**src/rtl/alu_seq_pkg.sv**
```systemverilog
// alu_seq_pkg: shared definitions for the ALU command sequencer.
//   - ALU opcode constants (command encoding seen by the gate-delay ALU)
//   - sequencer FSM state encoding
//   - bit positions inside the packed {overflow, carryout, zero} flag vector
package alu_seq_pkg;

    localparam logic [2:0] OP_ADD  = 3'd0;
    localparam logic [2:0] OP_SUB  = 3'd1;
    localparam logic [2:0] OP_SLT  = 3'd2;
    localparam logic [2:0] OP_XOR  = 3'd3;
    localparam logic [2:0] OP_NAND = 3'd4;
    localparam logic [2:0] OP_AND  = 3'd5;
    localparam logic [2:0] OP_NOR  = 3'd6;
    localparam logic [2:0] OP_OR   = 3'd7;

    typedef enum logic [1:0] {
        StIdle   = 2'd0,
        StSettle = 2'd1,
        StResp   = 2'd2
    } seq_state_e;

    localparam int unsigned FLAG_ZERO  = 0;
    localparam int unsigned FLAG_CARRY = 1;
    localparam int unsigned FLAG_OVF   = 2;

    // Carry and overflow only carry meaning for the adder paths.
    function automatic logic is_arith(input logic [2:0] cmd);
        return (cmd == OP_ADD) || (cmd == OP_SUB);
    endfunction

endpackage

```
**src/rtl/alu_seq_settle_timer.sv**
```systemverilog
// alu_seq_settle_timer: loadable down-counter that marks the end of a settle window.
// Ports:
//   clk        - system clock, rising edge
//   rst_n      - asynchronous active-low reset
//   load       - load load_value into the counter this edge
//   load_value - cycles remaining minus one
//   done       - high while the counter is 0
module alu_seq_settle_timer #(
    parameter int unsigned CNT_W = 4
) (
    input  logic             clk,
    input  logic             rst_n,
    input  logic             load,
    input  logic [CNT_W-1:0] load_value,
    output logic             done
);

    logic [CNT_W-1:0] cnt_d, cnt_q;

    always_comb begin
        cnt_d = cnt_q;
        if (load) begin
            cnt_d = load_value;
        end else if (cnt_q != '0) begin
            cnt_d = cnt_q - 1'b1;
        end
    end

    always_ff @(posedge clk or negedge rst_n) begin
        if (!rst_n) begin
            cnt_q <= '0;
        end else begin
            cnt_q <= cnt_d;
        end
    end

    assign done = (cnt_q == '0);

endmodule

```
**src/rtl/alu_op_sequencer.sv**
```systemverilog
// alu_op_sequencer: initiator side of the 32-bit ALU command interface.
// Accepts a request, drives command/operands to the ALU, holds them for SETTLE_CYCLES clocks,
// then captures result and masked flags and offers them on the response channel.
// Ports:
//   clk, rst_n                       - clock (rising edge), asynchronous active-low reset
//   req_valid/req_ready              - request handshake; req_cmd, req_a, req_b payload
//   alu_command/operandA/operandB    - held stable towards the ALU between acceptances
//   alu_result/carryout/zero/overflow- ALU outputs, sampled at the end of the settle window
//   rsp_valid/rsp_ready              - response handshake; rsp_result, rsp_flags {ovf,carry,zero}
//   busy                             - high whenever the FSM is not idle
// Build option: ALU_SEQ_BACK2BACK_EN lets a new request be accepted in the same edge that
// retires a response (req_ready then follows rsp_ready combinationally while responding).
module alu_op_sequencer
    import alu_seq_pkg::*;
#(
    parameter int unsigned WIDTH         = 32,
    parameter int unsigned SETTLE_CYCLES = 4,
    parameter int unsigned CNT_W         = 4
) (
    input  logic             clk,
    input  logic             rst_n,
    input  logic             req_valid,
    output logic             req_ready,
    input  logic [2:0]       req_cmd,
    input  logic [WIDTH-1:0] req_a,
    input  logic [WIDTH-1:0] req_b,
    output logic [2:0]       alu_command,
    output logic [WIDTH-1:0] alu_operandA,
    output logic [WIDTH-1:0] alu_operandB,
    input  logic [WIDTH-1:0] alu_result,
    input  logic             alu_carryout,
    input  logic             alu_zero,
    input  logic             alu_overflow,
    output logic             rsp_valid,
    input  logic             rsp_ready,
    output logic [WIDTH-1:0] rsp_result,
    output logic [2:0]       rsp_flags,
    output logic             busy
);

    if (SETTLE_CYCLES < 1 || SETTLE_CYCLES > 15) begin : g_bad_settle
        $error("alu_op_sequencer: SETTLE_CYCLES must be within 1..15");
    end
    if ((SETTLE_CYCLES - 1) >= (1 << CNT_W)) begin : g_bad_cnt_w
        $error("alu_op_sequencer: CNT_W too narrow for SETTLE_CYCLES-1");
    end

    localparam logic [CNT_W-1:0] SettleLoad = CNT_W'(SETTLE_CYCLES - 1);

    seq_state_e       state_d, state_q;
    logic [2:0]       cmd_d, cmd_q;
    logic [WIDTH-1:0] a_d, a_q;
    logic [WIDTH-1:0] b_d, b_q;
    logic [WIDTH-1:0] res_d, res_q;
    logic [2:0]       flg_d, flg_q;
    logic             timer_load;
    logic             timer_done;
    logic             accept;

    alu_seq_settle_timer #(
        .CNT_W(CNT_W)
    ) u_settle_timer (
        .clk       (clk),
        .rst_n     (rst_n),
        .load      (timer_load),
        .load_value(SettleLoad),
        .done      (timer_done)
    );

    always_comb begin
        state_d    = state_q;
        cmd_d      = cmd_q;
        a_d        = a_q;
        b_d        = b_q;
        res_d      = res_q;
        flg_d      = flg_q;
        timer_load = 1'b0;
        req_ready  = 1'b0;

        unique case (state_q)
            StIdle: begin
                req_ready = 1'b1;
            end
            StSettle: begin
                if (timer_done) begin
                    res_d             = alu_result;
                    flg_d[FLAG_ZERO]  = alu_zero;
                    flg_d[FLAG_CARRY] = alu_carryout & is_arith(cmd_q);
                    flg_d[FLAG_OVF]   = alu_overflow & is_arith(cmd_q);
                    state_d           = StResp;
                end
            end
            StResp: begin
`ifdef ALU_SEQ_BACK2BACK_EN
                req_ready = rsp_ready;
`endif
                if (rsp_ready) begin
                    state_d = StIdle;
                end
            end
            default: begin
                state_d = StIdle;
            end
        endcase

        // Acceptance overrides the idle/retire transition so the back-to-back path
        // goes straight from responding to settling.
        accept = req_valid && req_ready;
        if (accept) begin
            cmd_d      = req_cmd;
            a_d        = req_a;
            b_d        = req_b;
            timer_load = 1'b1;
            state_d    = StSettle;
        end
    end

    always_ff @(posedge clk or negedge rst_n) begin
        if (!rst_n) begin
            state_q <= StIdle;
            cmd_q   <= '0;
            a_q     <= '0;
            b_q     <= '0;
            res_q   <= '0;
            flg_q   <= '0;
        end else begin
            state_q <= state_d;
            cmd_q   <= cmd_d;
            a_q     <= a_d;
            b_q     <= b_d;
            res_q   <= res_d;
            flg_q   <= flg_d;
        end
    end

    assign alu_command  = cmd_q;
    assign alu_operandA = a_q;
    assign alu_operandB = b_q;
    assign rsp_result   = res_q;
    assign rsp_flags    = flg_q;
    assign rsp_valid    = (state_q == StResp);
    assign busy         = (state_q != StIdle);

endmodule

```
**config.mk**
```make
export PLATFORM = sky130hd
export DESIGN_NAME = alu_op_sequencer
export DESIGN_NICKNAME = d
export VERILOG_FILES = /design/src/rtl/alu_seq_pkg.sv /design/src/rtl/alu_seq_settle_timer.sv /design/src/rtl/alu_op_sequencer.sv
export SDC_FILE = /design/constraint.sdc
export NUM_CORES = 1
export LEC_CHECK = 0
export CORE_MARGIN = 2
export CORE_UTILIZATION = 42
export CTS_BUF_LIST = sky130_fd_sc_hd__clkbuf_2
export DETAILED_ROUTE_END_ITERATION = 8
export PLACE_DENSITY = 0.8
export SLEW_MARGIN = 0
export SYNTH_ARGS = -nofsm -noshare
export SYNTH_HDL_FRONTEND = slang
export SYNTH_SLANG_ARGS = --single-unit
```
**constraint.sdc**
```tcl
create_clock -name clk -period 2.1 [get_ports clk]
set_clock_uncertainty 0.1 [all_clocks]
set_input_delay 0.42 -clock clk [delete_from_list [all_inputs] [get_ports clk]]
set_output_delay 0.42 -clock clk [all_outputs]
set_load 0.05 [all_outputs]
```
After elaboration in Yosys (flattened, before gate mapping)
Index checks and enable logic that the tools add are counted.
{"block": "totals", "input_bits": 106, "reg_bits": 108}
{"block": "op_classes", "add_sub_neg": 1, "n_mux": 8, "reduce_logical": 10, "eq_ne": 6, "bitwise": 2}
{"operator": "two-way mux 4 bit", "n": 2}
{"operator": "two-way mux 2 bit", "n": 3}
{"operator": "one-hot mux 2 bit (3 select lines)", "n": 1}
{"operator": "logical NOT 4 bit", "n": 1}
{"operator": "nonzero test 2 bit", "n": 2}
{"operator": "nonzero test 4 bit", "n": 1}
{"operator": "subtractor 4 x 1 -> 4 bit, second input constant", "n": 1}
{"operator": "== test 3 x 1 -> 1 bit, second input constant", "n": 1}
{"operator": "logical NOT 3 bit", "n": 1}
{"operator": "!= test 3 x 1 -> 1 bit, second input constant", "n": 1}
{"operator": "!= test 3 bit, second input constant", "n": 1}
{"operator": "AND reduction 3 bit", "n": 1}
{"operator": "AND 1 bit", "n": 2}
{"operator": "== test 2 x 1 -> 1 bit, second input constant", "n": 1}
{"operator": "== test 2 bit, second input constant", "n": 1}
{"operator": "logical NOT 2 bit", "n": 1}
{"operator": "two-way mux 1 bit", "n": 2}
{"operator": "!= test 2 bit, second input constant", "n": 1}
{"operator": "AND reduction 2 bit", "n": 1}
{"operator": "logical AND 1 bit", "n": 1}
{"operator": "logical OR 1 bit", "n": 1}

Longest topological paths before layout
Gate-level depths: netlist (run 1).
{"block": "depth", "word_depth": 5, "mapped_depth": 7, "mapped_depth_nobuf": 5}

Cells and area by module
Synthesis (run 1) repeated with hierarchy kept, for this count alone.
{"block": "hier_totals", "hier_cells": 253, "hier_area_um2": 4145.2}
{"mod": "alu_op_sequencer", "cells_per_inst": 231, "seq_area_each_um2": 2602.5, "instances": 1, "area_per_inst_um2": 3911.3}
{"mod": "alu_seq_settle_timer", "cells_per_inst": 22, "seq_area_each_um2": 100.1, "instances": 1, "area_per_inst_um2": 234.0}

Worst setup path before layout (run 1)
No wires, ideal clock.
{"block": "synth_path", "kind": "reg2reg", "start": "reg state_q[1]", "end": "reg a_q[0], in the netlist alu_operandA[0]", "stages_incl_launch_ff": 7, "arrival_time_ps": 1805, "setup_slack_ps": 70, "period_less_slack_ps": 2030, "cell_sequence": "dfrtp_1 nor2_2 and2_4 buf_6 buf_6 buf_6 mux2_4"}
{"block": "synth_via", "elab_chain_cells": 3}
{"element": "start: declaration", "line_no": "alu_op_sequencer.sv:50", "source": "seq_state_e state_d, state_q;"}
{"element": "start signal: assignment", "line_no": "alu_op_sequencer.sv:120", "source": "state_q <= StIdle;"}
{"element": "start signal: assignment", "line_no": "alu_op_sequencer.sv:127", "source": "state_q <= state_d;"}
{"element": "logical NOT 2 bit", "line_no": "alu_op_sequencer.sv:80", "source": "unique case (state_q)"}
{"element": "two-way mux 1 bit", "line_no": "alu_op_sequencer.sv:80"}
{"element": "net req_ready", "line_no": "alu_op_sequencer.sv:23", "source": "output logic req_ready,"}
{"element": "logical AND 1 bit", "line_no": "alu_op_sequencer.sv:108", "source": "accept = req_valid && req_ready;"}
{"element": "end signal: assignment", "line_no": "alu_op_sequencer.sv:122", "source": "a_q <= '0;"}
{"element": "end signal: assignment", "line_no": "alu_op_sequencer.sv:129", "source": "a_q <= a_d;"}
{"element": "end: declaration", "line_no": "alu_op_sequencer.sv:52", "source": "logic [WIDTH-1:0] a_d, a_q;"}
The timed path passes the listed nets, and every way through them passes these cells.
A chain may end at the register's enable or synchronous reset.

Final worst setup path (run 1)
{"block": "layout_path", "start": "reg flg_q[0], in the netlist rsp_flags[0]", "end": "out rsp_flags[0]"}
{"element": "start: declaration", "line_no": "alu_op_sequencer.sv:55", "source": "logic [2:0] flg_d, flg_q;"}
{"element": "start signal: assignment", "line_no": "alu_op_sequencer.sv:132", "source": "flg_q <= flg_d;"}
{"element": "end: declaration", "line_no": "alu_op_sequencer.sv:37", "source": "output logic [2:0] rsp_flags,"}
No word-level cell between the ends.

==> results of run 1 <==
-- repair_timing --
action,CTS,global route
hold buffers,1,0
resized for setup,97,69
buffers inserted,0,1
setup endpoints to repair,96,66
pin swaps,0,0
hold endpoints to repair,38,0
-- kinds of logic after synthesis --
family / synth area share [%]
flip-flops: 62.57
multiplexers: 30.30
AND/OR/NAND/NOR: 2.578
buffers and inverters: 3.360
AO/OA/AOI/OAI: 0.4054
adder cells (fa/ha/maj): 0.5793
XOR/XNOR: 0.2028
-- metal layers --
metal | track usage (%) | share of wire, %
met1 | 21.95 | 41
met2 | 29.22 | 49
met3 | 4.515 | 7.5
met4 | 9.143 | 3.2
met5 | 0 | 0
-- worst paths after layout --
kind,cells past startpoint,slack (ns),from,end
min,2,0.24,rst_n,rsp_result[6]
min in group clk,2,0.34,rsp_ready,state_q[1]
max,1,0.09,rsp_flags[0],rsp_flags[0]
max reg2reg,6,0.23,u_settle_timer.cnt_q[0],rsp_result[19]
min reg2reg,1,0.44,alu_operandB[19],alu_operandB[19]
max in group asynchronous,3,1.04,rst_n,alu_operandB[2]
-- final cells by class --
cell class | count | area, um2 | area share, %
Inverter | 4 | 15.01 | 0.2293
Clock inverter | 6 | 32.53 | 0.4968
Tap cell | 136 | 170.2 | 2.599
Sequential cell | 108 | 2703 | 41.28
Timing Repair Buffer | 219 | 2111 | 32.24
Multi-Input combinational cell | 127 | 1471 | 22.47
Clock buffer | 9 | 45.04 | 0.6879
-- Yosys cell counts --
cell type / count
sky130_fd_sc_hd__o21ai_0: 1
sky130_fd_sc_hd__or2b_1: 1
sky130_fd_sc_hd__nor3b_4: 1
sky130_fd_sc_hd__dfrtp_1: 108
sky130_fd_sc_hd__nand2_1: 3
sky130_fd_sc_hd__a21oi_1: 1
sky130_fd_sc_hd__buf_6: 4
sky130_fd_sc_hd__inv_1: 4
sky130_fd_sc_hd__mux2_4: 37
sky130_fd_sc_hd__nor2_1: 3
sky130_fd_sc_hd__nor2_2: 1
sky130_fd_sc_hd__xnor2_1: 1
sky130_fd_sc_hd__mux2i_1: 1
sky130_fd_sc_hd__nor3_1: 1
sky130_fd_sc_hd__ha_1: 2
sky130_fd_sc_hd__and2_4: 1
sky130_fd_sc_hd__mux2_2: 66
sky130_fd_sc_hd__a211oi_1: 1
sky130_fd_sc_hd__buf_2: 5
sky130_fd_sc_hd__buf_12: 3
sky130_fd_sc_hd__nor3b_1: 2
sky130_fd_sc_hd__nand2b_1: 2
sky130_fd_sc_hd__nand3b_1: 2
-- stage by stage --
step / hold slack (ns) / setup WS, ns / area (um2) / instances
after floorplan: 0.02441 / 0.07024 / 4319 / 251
after global placement: 0.3405 / 0.1809 / 6539 / 592
after detailed placement: 0.3545 / 0.1567 / 6539 / 592
after CTS: 0.2184 / 0.006664 / 6507 / 608
after global routing: 0.2230 / 0.00009948 / 6548 / 609
final: 0.2363 / 0.09113 / 6548 / 609
-- placed cells by master, fill, tap and decap left out, types with 3 or more instances in the layout --
cell type and n:
sky130_fd_sc_hd__dfrtp_1 108, sky130_fd_sc_hd__mux2_2 66, sky130_fd_sc_hd__buf_12 4, sky130_fd_sc_hd__buf_4 13, sky130_fd_sc_hd__mux2_4 37, sky130_fd_sc_hd__nand2_1 3
sky130_fd_sc_hd__clkdlybuf4s15_1 51, sky130_fd_sc_hd__clkdlybuf4s50_1 104, sky130_fd_sc_hd__dlygate4sd2_1 36, sky130_fd_sc_hd__nor2_1 3, sky130_fd_sc_hd__inv_1 4, sky130_fd_sc_hd__clkbuf_2 18
-- flip-flops by register name, summed over array words and instances (netlist names) --
name / cells
alu_operandA: 32
alu_operandB: 32
rsp_result: 32
u_settle_timer.cnt_q: 4
alu_command: 3
rsp_flags: 3
state_q: 2
==> load_flow_metrics.sql, run 1 <==
INSERT INTO impl_metrics (metric_group, metric, value, unit) VALUES
('setup_path', 'timing.critical_path.to_type', 'output pin', ''),
('global_routing', 'grt_max_degree', '43', ''),
('timing', 'worst_slew_pin_slew', '0.5542', 'ns'),
('synthesis', 'postSynthCellCount', '251', ''),
('timing', 'maxClockFrequency', '0.4978', 'GHz'),
('timing', 'min_period_over_period', '95.66', '%'),
('clock_tree', 'numCtsBuffers', '9', ''),
('setup_path', 'timing.critical_path.slowest_cell_delay', '0.53', 'ns'),
('drt', 'route.detailed.wl_per_inst', '15.96', 'um'),
('min_path', 'worstHoldPathType', 'primary input to async pin', ''),
('timing', 'finalSetupViolCount', '0', ''),
('floorplan', 'rows', '37', ''),
('run', 'drv_cap', '0', ''),
('placed_design', 'buffer_ports.inserted', '210', ''),
('synthesis', 'postSynthAreaPerCell', '17.21', 'um2'),
('cells_and_area', 'final_layout_size_suffix_gt1_share', '30.87', '%'),
('floorplan', 'floorplan_die_area', '11110', 'um2'),
('drt', 'drt_wl_total', '9.717', 'mm'),
('setup_path', 'critPathArrivalTime', '1.49', 'ns'),
('clock_tree', 'cts_tree', 'yes', ''),
('timing', 'max_slew_margin', '63.06', '%'),
('synthesis', 'seq_area_frac_synth', '62.57', '%'),
('synthesis', 'synth_cell_types', '23', ''),
('floorplan', 'core-area', '10140', 'um2'),
('setup_path', 'critPathMaxFanout', '2', ''),
('clock_tree', 'clock_insertion_delay_worst_skew', '0.54', 'ns'),
('timing', 'post-route-min-period', '2.009', 'ns'),
('setup_path', 'worst_path_max_delay_cell', 'sky130_fd_sc_hd__dlygate4sd2_1', ''),
('clock_tree', 'clk_pin_slew_worst_paths', '0.27', 'ns'),
('drt', 'post-route-drc-count', '0', ''),
('cells_and_area', 'finalCoreUtilization', '64.58', '%'),
('drt', 'detailedRoute.firstIterationViolations', '107', ''),
('floorplan', 'start_util', '42.60', '%'),
('global_routing', 'groute.usage.overall', '17.89', '%'),
('timing', 'slew_violations', '0', ''),
('synthesis', 'synthesis.area', '4319', 'um2'),
('drt', 'num_vias', '2843', ''),
('drt', 'drtAntennaViolNets', '0', ''),
('clock_tree', 'root_buffer', 'sky130_fd_sc_hd__clkbuf_2', ''),
('clock_tree', 'h-tree-depth', '3', ''),
('synthesis', 'syn-num-nets', '359', ''),
('status', 'result_of_the_run', 'completed', ''),
('synthesis', 'synth.top_cells.by_area', 'sky130_fd_sc_hd__dfrtp_1, sky130_fd_sc_hd__mux2_2, sky130_fd_sc_hd__mux2_4', ''),
('drt', 'first_pass_iters', '4', ''),
('synthesis', 'synthDominantAreaCellType', 'sky130_fd_sc_hd__dfrtp_1', ''),
('cells_and_area', 'flow.area_growth_from_synthesis', '51.59', '%'),
('placed_design', 'dp.final_hpwl', '7.376', 'mm'),
('setup_path', 'crit_path_buf_inv_count', '1', ''),
('synthesis', 'synth_top_area_share', '62.57', '%'),
('timing', 'hold_viol', '0', ''),
('timing', 'grt_setup_unrepaired', 'false', ''),
('floorplan', 'ioPinCount', '211', ''),
('global_routing', 'antenna_found_initial', '0', ''),
('setup_path', 'kind_of_cell_adding_the_most_delay_to_the_critical_path', 'buffers and inverters', ''),
('setup_path', 'timing.critical_path.from_type', 'flip-flop', ''),
('drt', 'drt-vias-per-instance', '4.668', ''),
('cells_and_area', 'finalNetCount', '577', ''),
('synthesis', 'synthesis.yosys.warnings', '0', ''),
('setup_path', 'timing.critical_path.cells', 'dlygate4sd2_1', ''),
('cells_and_area', 'filler_cells', '789', ''),
('setup_path', 'critPathKind', 'flip-flop to output pin', ''),
('synthesis', 'synth-seq-cells', '108', ''),
('clock_tree', 'buffer_depth_of_the_longest_clock_path', '2', ''),
('global_routing', 'wire_length_of_the_first_global_routing_pass', '15.57', 'mm'),
('setup_path', 'worstPathRequired', '1.58', 'ns'),
('timing', 'setup_total_negative_slack', '0', 'ns'),
('placed_design', 'routability_driven_placement_congestion_ratio', '0.7517', ''),
('global_routing', 'grt_pass1_vias', '3012', ''),
('floorplan', 'die-width', '105.4', 'um'),
('cells_and_area', 'diodes', '0', ''),
('global_routing', 'grt.overflow.total', '0', ''),
('clock_tree', 'clock_sink_count', '108', ''),
('floorplan', 'die_height', '105.4', 'um');
Power of run 1 is not shown: default switching activity piles up to over one toggle a cycle in this logic, so the estimate is an artifact.
==> run 2: changes to the inputs <==
--- a/config.mk
+++ b/config.mk
@@ -14,3 +14,4 @@
 export SYNTH_ARGS = -nofsm -noshare
 export SYNTH_HDL_FRONTEND = slang
 export SYNTH_SLANG_ARGS = --single-unit
+export TNS_END_PERCENT = 50
==> run 2 against run 1 <==
  * Highest routed layer unchanged
  * Fmax rose by 0.31%
  * Worst hold slack got worse by 0.0019 ns
  * Non-clock buffer count fell by 1
==> load_flow_metrics.sql, run 2 (same netlist as run 1, synthesis figures left out) <==
INSERT INTO impl_metrics (metric_group, metric, value, unit) VALUES
('setup_path', 'crit_path_buf_inv_count', '1', ''),
('clock_tree', 'clock_insertion_delay_worst_skew', '0.53', 'ns'),
('floorplan', 'ioPinCount', '211', ''),
('clock_tree', 'postCtsSetupRepairBufs', '0', ''),
('setup_path', 'r2r_slack', '0.15', 'ns'),
('floorplan', 'start_util', '42.60', '%'),
('clock_tree', 'root_buffer', 'sky130_fd_sc_hd__clkbuf_2', ''),
('floorplan', 'core-area', '10140', 'um2'),
('timing', 'grt_setup_unrepaired', 'false', ''),
('clock_tree', 'numCtsBuffers', '9', ''),
('placed_design', 'dp.final_hpwl', '7.376', 'mm'),
('global_routing', 'antenna_found_initial', '0', ''),
('floorplan', 'floorplan_die_area', '11110', 'um2'),
('cells_and_area', 'finalNetCount', '576', ''),
('timing', 'setup_total_negative_slack', '0', 'ns'),
('global_routing', 'wire_length_of_the_first_global_routing_pass', '15.57', 'mm'),
('drt', 'drt_wl_total', '9.691', 'mm'),
('cells_and_area', 'finalCoreUtilization', '64.53', '%'),
('setup_path', 'r2r_path_end', 'rsp_result[19]', ''),
('timing', 'finalSetupViolCount', '0', ''),
('setup_path', 'worstReg2RegStart', 'u_settle_timer.cnt_q[0]', ''),
('clock_tree', 'clock_sink_count', '108', ''),
('cells_and_area', 'diodes', '0', ''),
('min_path', 'worstHoldPathType', 'primary input to async pin', ''),
('drt', 'route.detailed.wl_per_inst', '15.94', 'um'),
('setup_path', 'worstPathRequired', '1.58', 'ns'),
('cells_and_area', 'final_layout_size_suffix_gt1_share', '30.93', '%'),
('setup_path', 'worst_path_max_delay_cell', 'sky130_fd_sc_hd__dlygate4sd2_1', ''),
('cells_and_area', 'multi_input_comb_area', '1474', 'um2'),
('floorplan', 'rows', '37', ''),
('timing', 'post-route-min-period', '2.003', 'ns'),
('cells_and_area', 'most-common-layout-cells', 'sky130_fd_sc_hd__dfrtp_1, sky130_fd_sc_hd__clkdlybuf4s50_1, sky130_fd_sc_hd__mux2_2', ''),
('setup_path', 'timing.critical_path.to_type', 'output pin', ''),
('timing', 'min_period_over_period', '95.37', '%'),
('drt', 'drtAntennaViolNets', '0', ''),
('placed_design', 'buffer_ports.inserted', '210', ''),
('clock_tree', 'h-tree-depth', '3', ''),
('clock_tree', 'cts_tree', 'yes', ''),
('drt', 'post-route-drc-count', '0', ''),
('global_routing', 'groute.usage.overall', '17.89', '%'),
('setup_path', 'rr_worst_depth', '6', ''),
('setup_path', 'kind_of_cell_adding_the_most_delay_to_the_critical_path', 'buffers and inverters', ''),
('floorplan', 'die_height', '105.4', 'um'),
('timing', 'slew_violations', '0', ''),
('cells_and_area', 'filler_cells', '790', ''),
('floorplan', 'die-width', '105.4', 'um'),
('status', 'result_of_the_run', 'completed', ''),
('global_routing', 'grt_pass1_vias', '3012', ''),
('placed_design', 'routability_driven_placement_congestion_ratio', '0.7517', ''),
('run', 'drv_cap', '0', ''),
('clock_tree', 'clk_pin_slew_worst_paths', '0.27', 'ns'),
('timing', 'hold_viol', '0', ''),
('cells_and_area', 'layout.cell_area.non_filler', '6543', 'um2'),
('drt', 'detailedRoute.firstIterationViolations', '103', ''),
('placed_design', 'dpl_cell_area', '6539', 'um2'),
('timing', 'max_slew_margin', '63.37', '%'),
('setup_path', 'critPathArrivalTime', '1.48', 'ns'),
('setup_path', 'timing.critical_path.from_type', 'flip-flop', ''),
('global_routing', 'grt_max_degree', '43', ''),
('global_routing', 'grt.overflow.total', '0', ''),
('cells_and_area', 'layout.cells.most_common', 'sky130_fd_sc_hd__dfrtp_1', ''),
('setup_path', 'critPathKind', 'flip-flop to output pin', ''),
('drt', 'drt-vias-per-instance', '4.661', ''),
('clock_tree', 'buffer_depth_of_the_longest_clock_path', '2', ''),
('timing', 'worst_slew_pin_slew', '0.5494', 'ns'),
('drt', 'first_pass_iters', '4', ''),
('cells_and_area', 'flow.area_growth_from_synthesis', '51.48', '%'),
('cells_and_area', 'seqCellArea', '2703', 'um2'),
('timing', 'maxClockFrequency', '0.4993', 'GHz'),
('setup_path', 'critPathMaxFanout', '2', ''),
('setup_path', 'timing.critical_path.slowest_cell_delay', '0.53', 'ns'),
('drt', 'num_vias', '2834', ''),
('setup_path', 'timing.critical_path.cells', 'dlygate4sd2_1', '');
run 2: changes by cell type in the layout (fill, tap and decap cells not counted):
| cell | change |
|---|---|
| sky130_fd_sc_hd__ha_2 | +1 |
| sky130_fd_sc_hd__ha_1 | -1 |
| sky130_fd_sc_hd__buf_4 | -1 |
run 2: area by class of cell:
class                   instances  area share (%)
flip-flops and latches        108           41.31
repair buffers                218           32.15
multi-input cells             127           22.53
well taps                     136           2.601
clock buffers                   9          0.6885
clock inverters                 6          0.4972
inverters                       4          0.2295
run 2: layer usage:
metal | up-vias | track usage [%] | share of wire, %
met3 | 23 | 4.515 | 7.2
met2 | 129 | 29.22 | 49
li1 | 1306 | - | -
met1 | 1376 | 21.95 | 41
met5 | - | 0 | 0
met4 | 0 | 9.143 | 3.2
run 2: metrics by stage:
step	setup slack (ns)	instances	hold slack, ns
final	0.09731	608	0.2343
after global routing	0.00009948	608	0.2230
after CTS	0.006664	608	0.2184
after detailed placement	0.1567	592	0.3545
after global placement	0.1809	592	0.3405
after floorplan	0.07024	251	0.02441
run 2: how the worst max path moves through the flow:
stage                        start                to  cells past startpoint
finish                rsp_flags[0]      rsp_flags[0]                      1
global route        rsp_result[18]    rsp_result[18]                      1
CTS                 rsp_result[11]    rsp_result[11]                      1
detailed placement       req_valid   alu_operandB[1]                      4
global placement         req_valid  alu_operandA[23]                      4
floorplan               state_q[1]   alu_operandA[0]                      6
run 2: repair_timing:
item                                    CTS  global route
resized for setup                        97            70
hold endpoints to repair                 38             0
endpoints found under the setup margin   96            66
hold buffers                              1             0
Power of run 2 is left out for the same reason.
